$ cat src/rtl/bus_responder_mem_if.sv
// Five-channel ready/valid bus between an initiator (master) and a responder (slave).
// Latency: none, signal bundle only.
// Backpressure: each channel carries its own valid/ready pair; transfer on valid && ready.
interface bus_responder_mem_if;
    logic [7:0] bus_addr_write_bus_data;
    logic       bus_addr_write_bus_valid;
    logic       bus_addr_write_bus_ready;
    logic [7:0] bus_data_write_bus_data;
    logic       bus_data_write_bus_valid;
    logic       bus_data_write_bus_ready;
    logic [7:0] bus_resp_write_bus_data;
    logic       bus_resp_write_bus_valid;
    logic       bus_resp_write_bus_ready;
    logic [7:0] bus_addr_read_bus_data;
    logic       bus_addr_read_bus_valid;
    logic       bus_addr_read_bus_ready;
    logic [7:0] bus_data_read_bus_data;
    logic       bus_data_read_bus_valid;
    logic       bus_data_read_bus_ready;

    modport master (
        output bus_addr_write_bus_data, bus_addr_write_bus_valid,
        input  bus_addr_write_bus_ready,
        output bus_data_write_bus_data, bus_data_write_bus_valid,
        input  bus_data_write_bus_ready,
        input  bus_resp_write_bus_data, bus_resp_write_bus_valid,
        output bus_resp_write_bus_ready,
        output bus_addr_read_bus_data, bus_addr_read_bus_valid,
        input  bus_addr_read_bus_ready,
        input  bus_data_read_bus_data, bus_data_read_bus_valid,
        output bus_data_read_bus_ready
    );

    modport slave (
        input  bus_addr_write_bus_data, bus_addr_write_bus_valid,
        output bus_addr_write_bus_ready,
        input  bus_data_write_bus_data, bus_data_write_bus_valid,
        output bus_data_write_bus_ready,
        output bus_resp_write_bus_data, bus_resp_write_bus_valid,
        input  bus_resp_write_bus_ready,
        input  bus_addr_read_bus_data, bus_addr_read_bus_valid,
        output bus_addr_read_bus_ready,
        output bus_data_read_bus_data, bus_data_read_bus_valid,
        input  bus_data_read_bus_ready
    );
endinterface

$ cat src/rtl/bus_responder_mem.sv
// Memory-backed bus responder: DEPTH x 8-bit storage behind a 5-channel ready/valid bus.
// Latency: write commits the cycle after both holding registers fill, response visible next cycle; read data 1 cycle after address.
// Backpressure: a stalled write response keeps both write holding registers full (write readies low); read address ready = !rd_valid || read-data ready.
// Optional feature macro BUS_RESPONDER_RANGE_CHECK_EN: out-of-range writes answer 8'h02 without updating memory, out-of-range reads return ERR_DATA.
// Without it DEPTH must be a power of two and addresses wrap on their low log2(DEPTH) bits.
module bus_responder_mem #(
    parameter int unsigned DEPTH    = 256,
    parameter logic [7:0]  ERR_DATA = 8'hFF
) (
    input  logic               clk,
    input  logic               rst,
    bus_responder_mem_if.slave bus
);
    localparam int unsigned AW         = (DEPTH > 1) ? $clog2(DEPTH) : 1;
    localparam logic [7:0]  RESP_OKAY  = 8'h00;
    localparam logic [7:0]  RESP_ERROR = 8'h02;

    logic [7:0]    mem_q [0:DEPTH-1];

    logic [7:0]    aw_q, aw_d;
    logic          aw_full_q, aw_full_d;
    logic [7:0]    w_q, w_d;
    logic          w_full_q, w_full_d;
    logic          resp_vld_q, resp_vld_d;
    logic [7:0]    resp_dat_q, resp_dat_d;
    logic          rd_vld_q, rd_vld_d;
    logic [7:0]    rd_dat_q, rd_dat_d;

    logic          aw_hs, w_hs, resp_hs, ar_hs, rd_hs, commit;
    logic [AW-1:0] wr_idx, rd_idx;
    logic          wr_in_range;
    logic [7:0]    rd_word;
    logic          unused_ok;

    // Readies come from registered state only; the read address side may also look at read-data ready.
    assign bus.bus_addr_write_bus_ready = !aw_full_q;
    assign bus.bus_data_write_bus_ready = !w_full_q;
    assign bus.bus_addr_read_bus_ready  = !rd_vld_q || bus.bus_data_read_bus_ready;
    assign bus.bus_resp_write_bus_valid = resp_vld_q;
    assign bus.bus_resp_write_bus_data  = resp_dat_q;
    assign bus.bus_data_read_bus_valid  = rd_vld_q;
    assign bus.bus_data_read_bus_data   = rd_dat_q;

    assign aw_hs   = bus.bus_addr_write_bus_valid && !aw_full_q;
    assign w_hs    = bus.bus_data_write_bus_valid && !w_full_q;
    assign resp_hs = resp_vld_q && bus.bus_resp_write_bus_ready;
    assign ar_hs   = bus.bus_addr_read_bus_valid && bus.bus_addr_read_bus_ready;
    assign rd_hs   = rd_vld_q && bus.bus_data_read_bus_ready;
    // A write commits only when the response slot is free or being drained this cycle.
    assign commit  = aw_full_q && w_full_q && (!resp_vld_q || bus.bus_resp_write_bus_ready);

    assign wr_idx = (DEPTH > 1) ? aw_q[AW-1:0] : '0;
    assign rd_idx = (DEPTH > 1) ? bus.bus_addr_read_bus_data[AW-1:0] : '0;

`ifdef BUS_RESPONDER_RANGE_CHECK_EN
    assign wr_in_range = ({1'b0, aw_q} < 9'(DEPTH));
    assign rd_word     = ({1'b0, bus.bus_addr_read_bus_data} < 9'(DEPTH)) ? mem_q[rd_idx] : ERR_DATA;
`else
    assign wr_in_range = 1'b1;
    assign rd_word     = mem_q[rd_idx];
`endif

    // Address bits above the index are deliberately ignored in the wrapping build.
    assign unused_ok = ^{aw_q, bus.bus_addr_read_bus_data, ERR_DATA};

    // Next state for write holding registers, write response and read output register.
    always_comb begin
        aw_d       = aw_q;
        aw_full_d  = aw_full_q;
        w_d        = w_q;
        w_full_d   = w_full_q;
        resp_vld_d = resp_vld_q;
        resp_dat_d = resp_dat_q;
        rd_vld_d   = rd_vld_q;
        rd_dat_d   = rd_dat_q;

        if (aw_hs) begin
            aw_d      = bus.bus_addr_write_bus_data;
            aw_full_d = 1'b1;
        end
        if (w_hs) begin
            w_d      = bus.bus_data_write_bus_data;
            w_full_d = 1'b1;
        end

        if (commit) begin
            aw_full_d  = 1'b0;
            w_full_d   = 1'b0;
            resp_vld_d = 1'b1;
            resp_dat_d = wr_in_range ? RESP_OKAY : RESP_ERROR;
        end else if (resp_hs) begin
            resp_vld_d = 1'b0;
        end

        if (ar_hs) begin
            rd_dat_d = rd_word;
            rd_vld_d = 1'b1;
        end else if (rd_hs) begin
            rd_vld_d = 1'b0;
        end
    end

    // Control and output registers; reset drops any captured or pending transaction.
    always_ff @(posedge clk or posedge rst) begin
        if (rst) begin
            aw_q       <= '0;
            aw_full_q  <= 1'b0;
            w_q        <= '0;
            w_full_q   <= 1'b0;
            resp_vld_q <= 1'b0;
            resp_dat_q <= '0;
            rd_vld_q   <= 1'b0;
            rd_dat_q   <= '0;
        end else begin
            aw_q       <= aw_d;
            aw_full_q  <= aw_full_d;
            w_q        <= w_d;
            w_full_q   <= w_full_d;
            resp_vld_q <= resp_vld_d;
            resp_dat_q <= resp_dat_d;
            rd_vld_q   <= rd_vld_d;
            rd_dat_q   <= rd_dat_d;
        end
    end

    // Storage is not reset; a read on the commit edge sees the pre-write value.
    always_ff @(posedge clk) begin
        if (commit && wr_in_range) begin
            mem_q[wr_idx] <= w_q;
        end
    end
endmodule

$ cat src/flat_wrapper.sv
// flat-port wrapper written by rule: the top's interface ports become plain ports
module bus_responder_mem_flat 
#(
    parameter int unsigned DEPTH    = 256,
    parameter logic [7:0]  ERR_DATA = 8'hFF
)
  (clk, rst, bus_bus_addr_write_bus_data, bus_bus_addr_write_bus_valid, bus_bus_addr_write_bus_ready, bus_bus_data_write_bus_data, bus_bus_data_write_bus_valid, bus_bus_data_write_bus_ready, bus_bus_resp_write_bus_data, bus_bus_resp_write_bus_valid, bus_bus_resp_write_bus_ready, bus_bus_addr_read_bus_data, bus_bus_addr_read_bus_valid, bus_bus_addr_read_bus_ready, bus_bus_data_read_bus_data, bus_bus_data_read_bus_valid, bus_bus_data_read_bus_ready);
  bus_responder_mem_if bus_i ();
  input  logic clk;
  input  logic rst;
  input wire logic [$bits(bus_i.bus_addr_write_bus_data)-1:0] bus_bus_addr_write_bus_data;
  input wire logic [$bits(bus_i.bus_addr_write_bus_valid)-1:0] bus_bus_addr_write_bus_valid;
  output wire logic [$bits(bus_i.bus_addr_write_bus_ready)-1:0] bus_bus_addr_write_bus_ready;
  input wire logic [$bits(bus_i.bus_data_write_bus_data)-1:0] bus_bus_data_write_bus_data;
  input wire logic [$bits(bus_i.bus_data_write_bus_valid)-1:0] bus_bus_data_write_bus_valid;
  output wire logic [$bits(bus_i.bus_data_write_bus_ready)-1:0] bus_bus_data_write_bus_ready;
  output wire logic [$bits(bus_i.bus_resp_write_bus_data)-1:0] bus_bus_resp_write_bus_data;
  output wire logic [$bits(bus_i.bus_resp_write_bus_valid)-1:0] bus_bus_resp_write_bus_valid;
  input wire logic [$bits(bus_i.bus_resp_write_bus_ready)-1:0] bus_bus_resp_write_bus_ready;
  input wire logic [$bits(bus_i.bus_addr_read_bus_data)-1:0] bus_bus_addr_read_bus_data;
  input wire logic [$bits(bus_i.bus_addr_read_bus_valid)-1:0] bus_bus_addr_read_bus_valid;
  output wire logic [$bits(bus_i.bus_addr_read_bus_ready)-1:0] bus_bus_addr_read_bus_ready;
  output wire logic [$bits(bus_i.bus_data_read_bus_data)-1:0] bus_bus_data_read_bus_data;
  output wire logic [$bits(bus_i.bus_data_read_bus_valid)-1:0] bus_bus_data_read_bus_valid;
  input wire logic [$bits(bus_i.bus_data_read_bus_ready)-1:0] bus_bus_data_read_bus_ready;
  assign bus_i.bus_addr_write_bus_data = bus_bus_addr_write_bus_data;
  assign bus_i.bus_addr_write_bus_valid = bus_bus_addr_write_bus_valid;
  assign bus_bus_addr_write_bus_ready = bus_i.bus_addr_write_bus_ready;
  assign bus_i.bus_data_write_bus_data = bus_bus_data_write_bus_data;
  assign bus_i.bus_data_write_bus_valid = bus_bus_data_write_bus_valid;
  assign bus_bus_data_write_bus_ready = bus_i.bus_data_write_bus_ready;
  assign bus_bus_resp_write_bus_data = bus_i.bus_resp_write_bus_data;
  assign bus_bus_resp_write_bus_valid = bus_i.bus_resp_write_bus_valid;
  assign bus_i.bus_resp_write_bus_ready = bus_bus_resp_write_bus_ready;
  assign bus_i.bus_addr_read_bus_data = bus_bus_addr_read_bus_data;
  assign bus_i.bus_addr_read_bus_valid = bus_bus_addr_read_bus_valid;
  assign bus_bus_addr_read_bus_ready = bus_i.bus_addr_read_bus_ready;
  assign bus_bus_data_read_bus_data = bus_i.bus_data_read_bus_data;
  assign bus_bus_data_read_bus_valid = bus_i.bus_data_read_bus_valid;
  assign bus_i.bus_data_read_bus_ready = bus_bus_data_read_bus_ready;
  bus_responder_mem #(.DEPTH(DEPTH), .ERR_DATA(ERR_DATA)) u_core (.clk(clk), .rst(rst), .bus(bus_i));
endmodule
$ cat config.mk
export PLATFORM = sky130hd
export DESIGN_NAME = bus_responder_mem_flat
export DESIGN_NICKNAME = d
export VERILOG_FILES = /design/src/rtl/bus_responder_mem_if.sv /design/src/rtl/bus_responder_mem.sv /design/src/flat_wrapper.sv
export SDC_FILE = /design/constraint.sdc
export NUM_CORES = 2
export LEC_CHECK = 0
export CAP_MARGIN = 20
export CORE_ASPECT_RATIO = 0.8
export CORE_MARGIN = 3
export CORE_UTILIZATION = 34
export CTS_CLUSTER_SIZE = 30
export DETAILED_ROUTE_END_ITERATION = 8
export RECOVER_POWER = 25
export SETUP_SLACK_MARGIN = 0.05
export SLEW_MARGIN = 0
export SYNTH_ARGS = -nofsm -noshare
export SYNTH_HDL_FRONTEND = slang
export SYNTH_SLANG_ARGS = --single-unit
$ cat constraint.sdc
create_clock -name clk -period 5.6 [get_ports clk]
set_input_delay 0.84 -clock clk [delete_from_list [all_inputs] [get_ports clk]]
set_output_delay 0.84 -clock clk [all_outputs]
set_load 0.02 [all_outputs]
Word level (Yosys, flattened, before mapping):

Memories as Yosys holds them, arrays and structs flattened. A register that Yosys moved wholly into a read port is not among the register bits.
Cells that the tools add are included.
W data, S select, Z words.

* add/sub/neg operators: 0
* $mul: 0
* div/mod/pow operators: 0
* order comparisons: 0
* equality and inequality tests: 0
* shift operators: 0
* mux-type cells: 10
* bitwise operators: 0
* reductions and logical operators: 17

Operators by type and width (number)
* $mux W1: 10
* $reduce_bool A2 Y1: 4
* $logic_and A1 B1 Y1: 7
* $logic_not A1 Y1: 4
* $logic_or A1 B1 Y1: 2

* flip-flop bits (word level): 20
* bits in latches: 0
* RAM bits: 2048
* bits in read-only memories: 0
* input port bits: 31
* output and inout bits: 21
* memories: 1

Memory list
* u_core.mem_q: depth 256, bits a word 8, rd ports 1, clocked after memory_dff 1, wr ports 1, line bus_responder_mem.sv:18 `logic [7:0] mem_q [0:DEPTH-1];`

Longest topological paths before layout:

* word-level depth: 5
* depth in mapped cells: 12

Least setup slack after synthesis:

Ideal clock, no wire load.

* path type: register to register
* from: reg u_core.w_q[0]
* to: mem u_core.mem_q[0][0], data pin
* setup time: 0.803 ns
* arrival time: 3.181 ns
* slack: 1.616 ns
* cell stages (with the launch flop): 1
* buffers on the path: 0
* clock period less this slack: 3.984 ns
* cells stage by stage: dfrtp_1

RTL lines
* start, declared: line bus_responder_mem.sv:22 `logic [7:0] w_q, w_d;`
* start signal, assigned: line bus_responder_mem.sv:117 `w_q <= w_d;`
* end, declared: line bus_responder_mem.sv:18

Straight into the memory's write port.

Worst setup path after layout:

* from: reg u_core.w_q[7]
* to: mem u_core.mem_q[21][7], data pin

Straight into the memory's write port.

==> qor.yml <==
cts:
  cts_setup_buffers: 0
  cts_tree: "done"
  clk-insertion-delay-late_ns: 0.83
  root_buffer: "clkbuf_16"
  cts_buffer_depth: 3
  htree_levels: 4
  clk_pin_slew_worst_paths_ns: 0.06
  post_cts_resized: 0
  cts_buffers: 189
  holdBufCountCts: 0
  cts.sinks: 2076
floorplan:
  dieWidth_um: 554
  std_cell_rows: 160
  dieArea_um2: 246000
  ios: 52
  initial_core_util: 0.343
  coreArea_um2: 238000
  die_h_um: 445
route:
  antenna_left: 0
  wirelength_um: 224000
  viasPerCell: 5.58
  drc: 0
  firstDrtPassIters: 5
  via_count: 42257
  drt_iter0_drc: 5999
  wl_per_cell_um: 29.6
critical_path:
  crit_type: "flip-flop to flip-flop"
  r2r_setup_slack_ns: 1.16
  slowest_delay_ns: 2.01
  critPathSlowestCell: "clkbuf_1"
  crit_family: "buffers and inverters"
  worst-path-buf-inv: 1
  worst-r2r-cell-count: 1
  cp.arrival_ns: 4.64
  regToRegEndpoint: "u_core.mem_q[21][7]"
  path_max_fanout: 51
  crit-reg2reg-launch: "u_core.w_q[7]"
  crit_path_end_kind: "flip-flop"
  start_kind: "flip-flop"
  cp.required_ns: 5.80
  path_cells: "clkbuf_1"
min_path:
  hold_path_end: "u_core.bus.bus_data_read_bus_valid"
  hold_depth: 2
  min_from: "u_core.bus.bus_data_read_bus_valid"
  hold_path_class: "flip-flop to flip-flop"
cells_and_area:
  final_area_um2: 91400
  nets: 4283
  instances_no_fill: 7567
  drive_gt1_frac: 0.177
  area_growth_syn_to_layout_pct: 11.8
synth:
  synth_top_area_cell: "edfxtp_1"
  ys_seq_area_frac: 0.761
  synth_top_area_share: 0.753
  async_flop_share: 0.0135
  synth_seq_cells: 2076
  synth_top_family_by_area: "multiplexers"
  synth_edf_count: 2048
  synthTopCellsByCount: "edfxtp_1 (2048), mux2i_1 (354), mux4_2 (326)"
  netlist_area_um2: 81700
  yosysMostFrequentCell: "edfxtp_1"
  synthDistinctLibCells: 70
  yosys_most_used_dff: "edfxtp_1"
  yosysWarnings: 0
  syn_inst: 4131
  synth_compound_area_frac: 0.0372
  yosys.area_share.simple: 0.0333
  yosys.area_share.xor_xnor: 0
  avgSynthCellArea_um2: 19.8
  synth_area_leaders: "edfxtp_1 (75%), mux4_2 (9.0%), mux2i_1 (4.3%)"
  synthMuxAreaShare: 0.143
  synthAdderAreaFrac: 0
pwr:
  p_leak_nw: 28.6
  swShare: 0.267
  power_switching_mw: 10.0
  clockPowerShare: 0.335
  power.internal_mw: 27.5
  pwr-share-seq: 0.544
  ir_worst_vdd_uv: 853
  p_comb_frac: 0.120
  power.density_nw_per_um2: 411
sta:
  fmax_mhz: 225
  hold_viol_final: 0
  skew_ns: 0.0421
  finalSetupViolCount: 0
  finalMaxSlewViolations: 829
  fin_crit_sh: 0.792
  rsz0062_at_grt: "false"
  slew_headroom: -1.05
  period_needed_ns: 4.44
  setup_tns_ns: 0
  tightest_slew_ns: 3.08
global_route:
  top_usage_layer: "met1"
  overflow: 0
  grt_pass1_wl_um: 318000
  track_usage: 0.179
  use_met1: 0.272
  grt_max_degree: 163
  grt_pass1_vias: 40980
  antenna_found_initial: 8
  grtUsageMet3: 0.0439
  met2_usage: 0.255
placed_design:
  placedCellCount: 7220
  port_buffers: 43
  placed_cell_area_um2: 85500
  place_congestion: 0.867
  dp_hpwl_um: 139000
status:
  violations: "max-capacitance violations, max-slew violations"
  status: "complete, but fails checks"
job:
  cap_violations: 13
-- power by group through the flow --
stage	registers, mW	logic [mW]	clock network [mW]
after floorplan	21.7	1.33	0
after global placement	20.6	4.44	0
after detailed placement	20.7	4.57	0
after CTS	20.3	4.57	12.8
after global routing	20.5	4.77	13.4
final	20.4	4.52	12.6
-- flip-flops by register name (all words and copies together), names as in the netlist --
register	count
u_core.mem_q	2048
u_core.aw_q	8
u_core.bus.bus_data_read_bus_data	8
u_core.w_q	8
u_core.aw_full_q	1
u_core.bus.bus_data_read_bus_valid	1
u_core.bus.bus_resp_write_bus_valid	1
u_core.w_full_q	1
-- worst max-delay path by stage --
stage / from / to / slack, ns / depth (start not counted)
after CTS: u_core.aw_q[1] / u_core.mem_q[22][2] / 1.88 / 4
after detailed placement: bus_bus_addr_read_bus_data[0] / u_core.bus.bus_data_read_bus_data[5] / 1.03 / 11
final: u_core.w_q[7] / u_core.mem_q[21][7] / 1.16 / 1
after global placement: bus_bus_addr_read_bus_data[6] / u_core.bus.bus_data_read_bus_data[6] / 0.75 / 8
after global routing: u_core.w_q[6] / u_core.mem_q[26][6] / 0.92 / 1
after floorplan: u_core.w_q[0] / u_core.mem_q[0][0] / 1.62 / 0
-- final cells by class --
type                    instances  area (um2)
diodes                          3        7.51
clock buffers                 259        5210
clock inverters                85         698
fillers                     21378      147000
inverters                      10        45.0
multi-input cells            1792       17600
flip-flops and latches       2076       62200
well taps                    3159        3950
repair buffers                183        1690
-- stage by stage --
| step | hold WS (ns) | util | power (mW) | worst slack, ns |
|---|---|---|---|---|
| CTS | 0.504 | 0.384 | 37.6 | 1.88 |
| global placement | 0.546 | 0.359 | 25.1 | 0.747 |
| floorplan | 0.506 | - | 23.0 | 1.62 |
| detailed placement | 0.560 | 0.359 | 25.2 | 1.03 |
| global route | 0.591 | 0.383 | 38.7 | 0.916 |
| finish | 0.569 | 0.383 | 37.5 | 1.16 |
-- cell usage in the layout, fill, tap and decap left out, drive strengths merged, types with 28 or more instances in the layout --
cell type and n:
edfxtp 2048, mux2i 354, mux4 346, nor2 317, clkbuf 266, nand2 167, buf 137, o22ai 116
clkinv 68, o21ai 48, o221ai 47, a22oi 43, a21oi 41, nand3 41, a211oi 40, clkdlybuf4s50 35
dfrtp 28
-- metal layers --
| layer | wire (um) | up-vias |
|---|---|---|
| met3 | 24700 | 275 |
| met4 | 5210 | 0 |
| met2 | 97100 | 2287 |
| li1 | - | 17194 |
| met5 | 0 | - |
| met1 | 97000 | 22501 |
-- cells by family (layout without fill, tap and decap cells) --
kind of cell	after synthesis	in the layout
flops	2076	2076
mux	725	725
simple gates	635	635
compound gates	424	424
buf+inv	270	537
other cells	1	11
No activity file was read; power rests on OpenSTA's default activity.
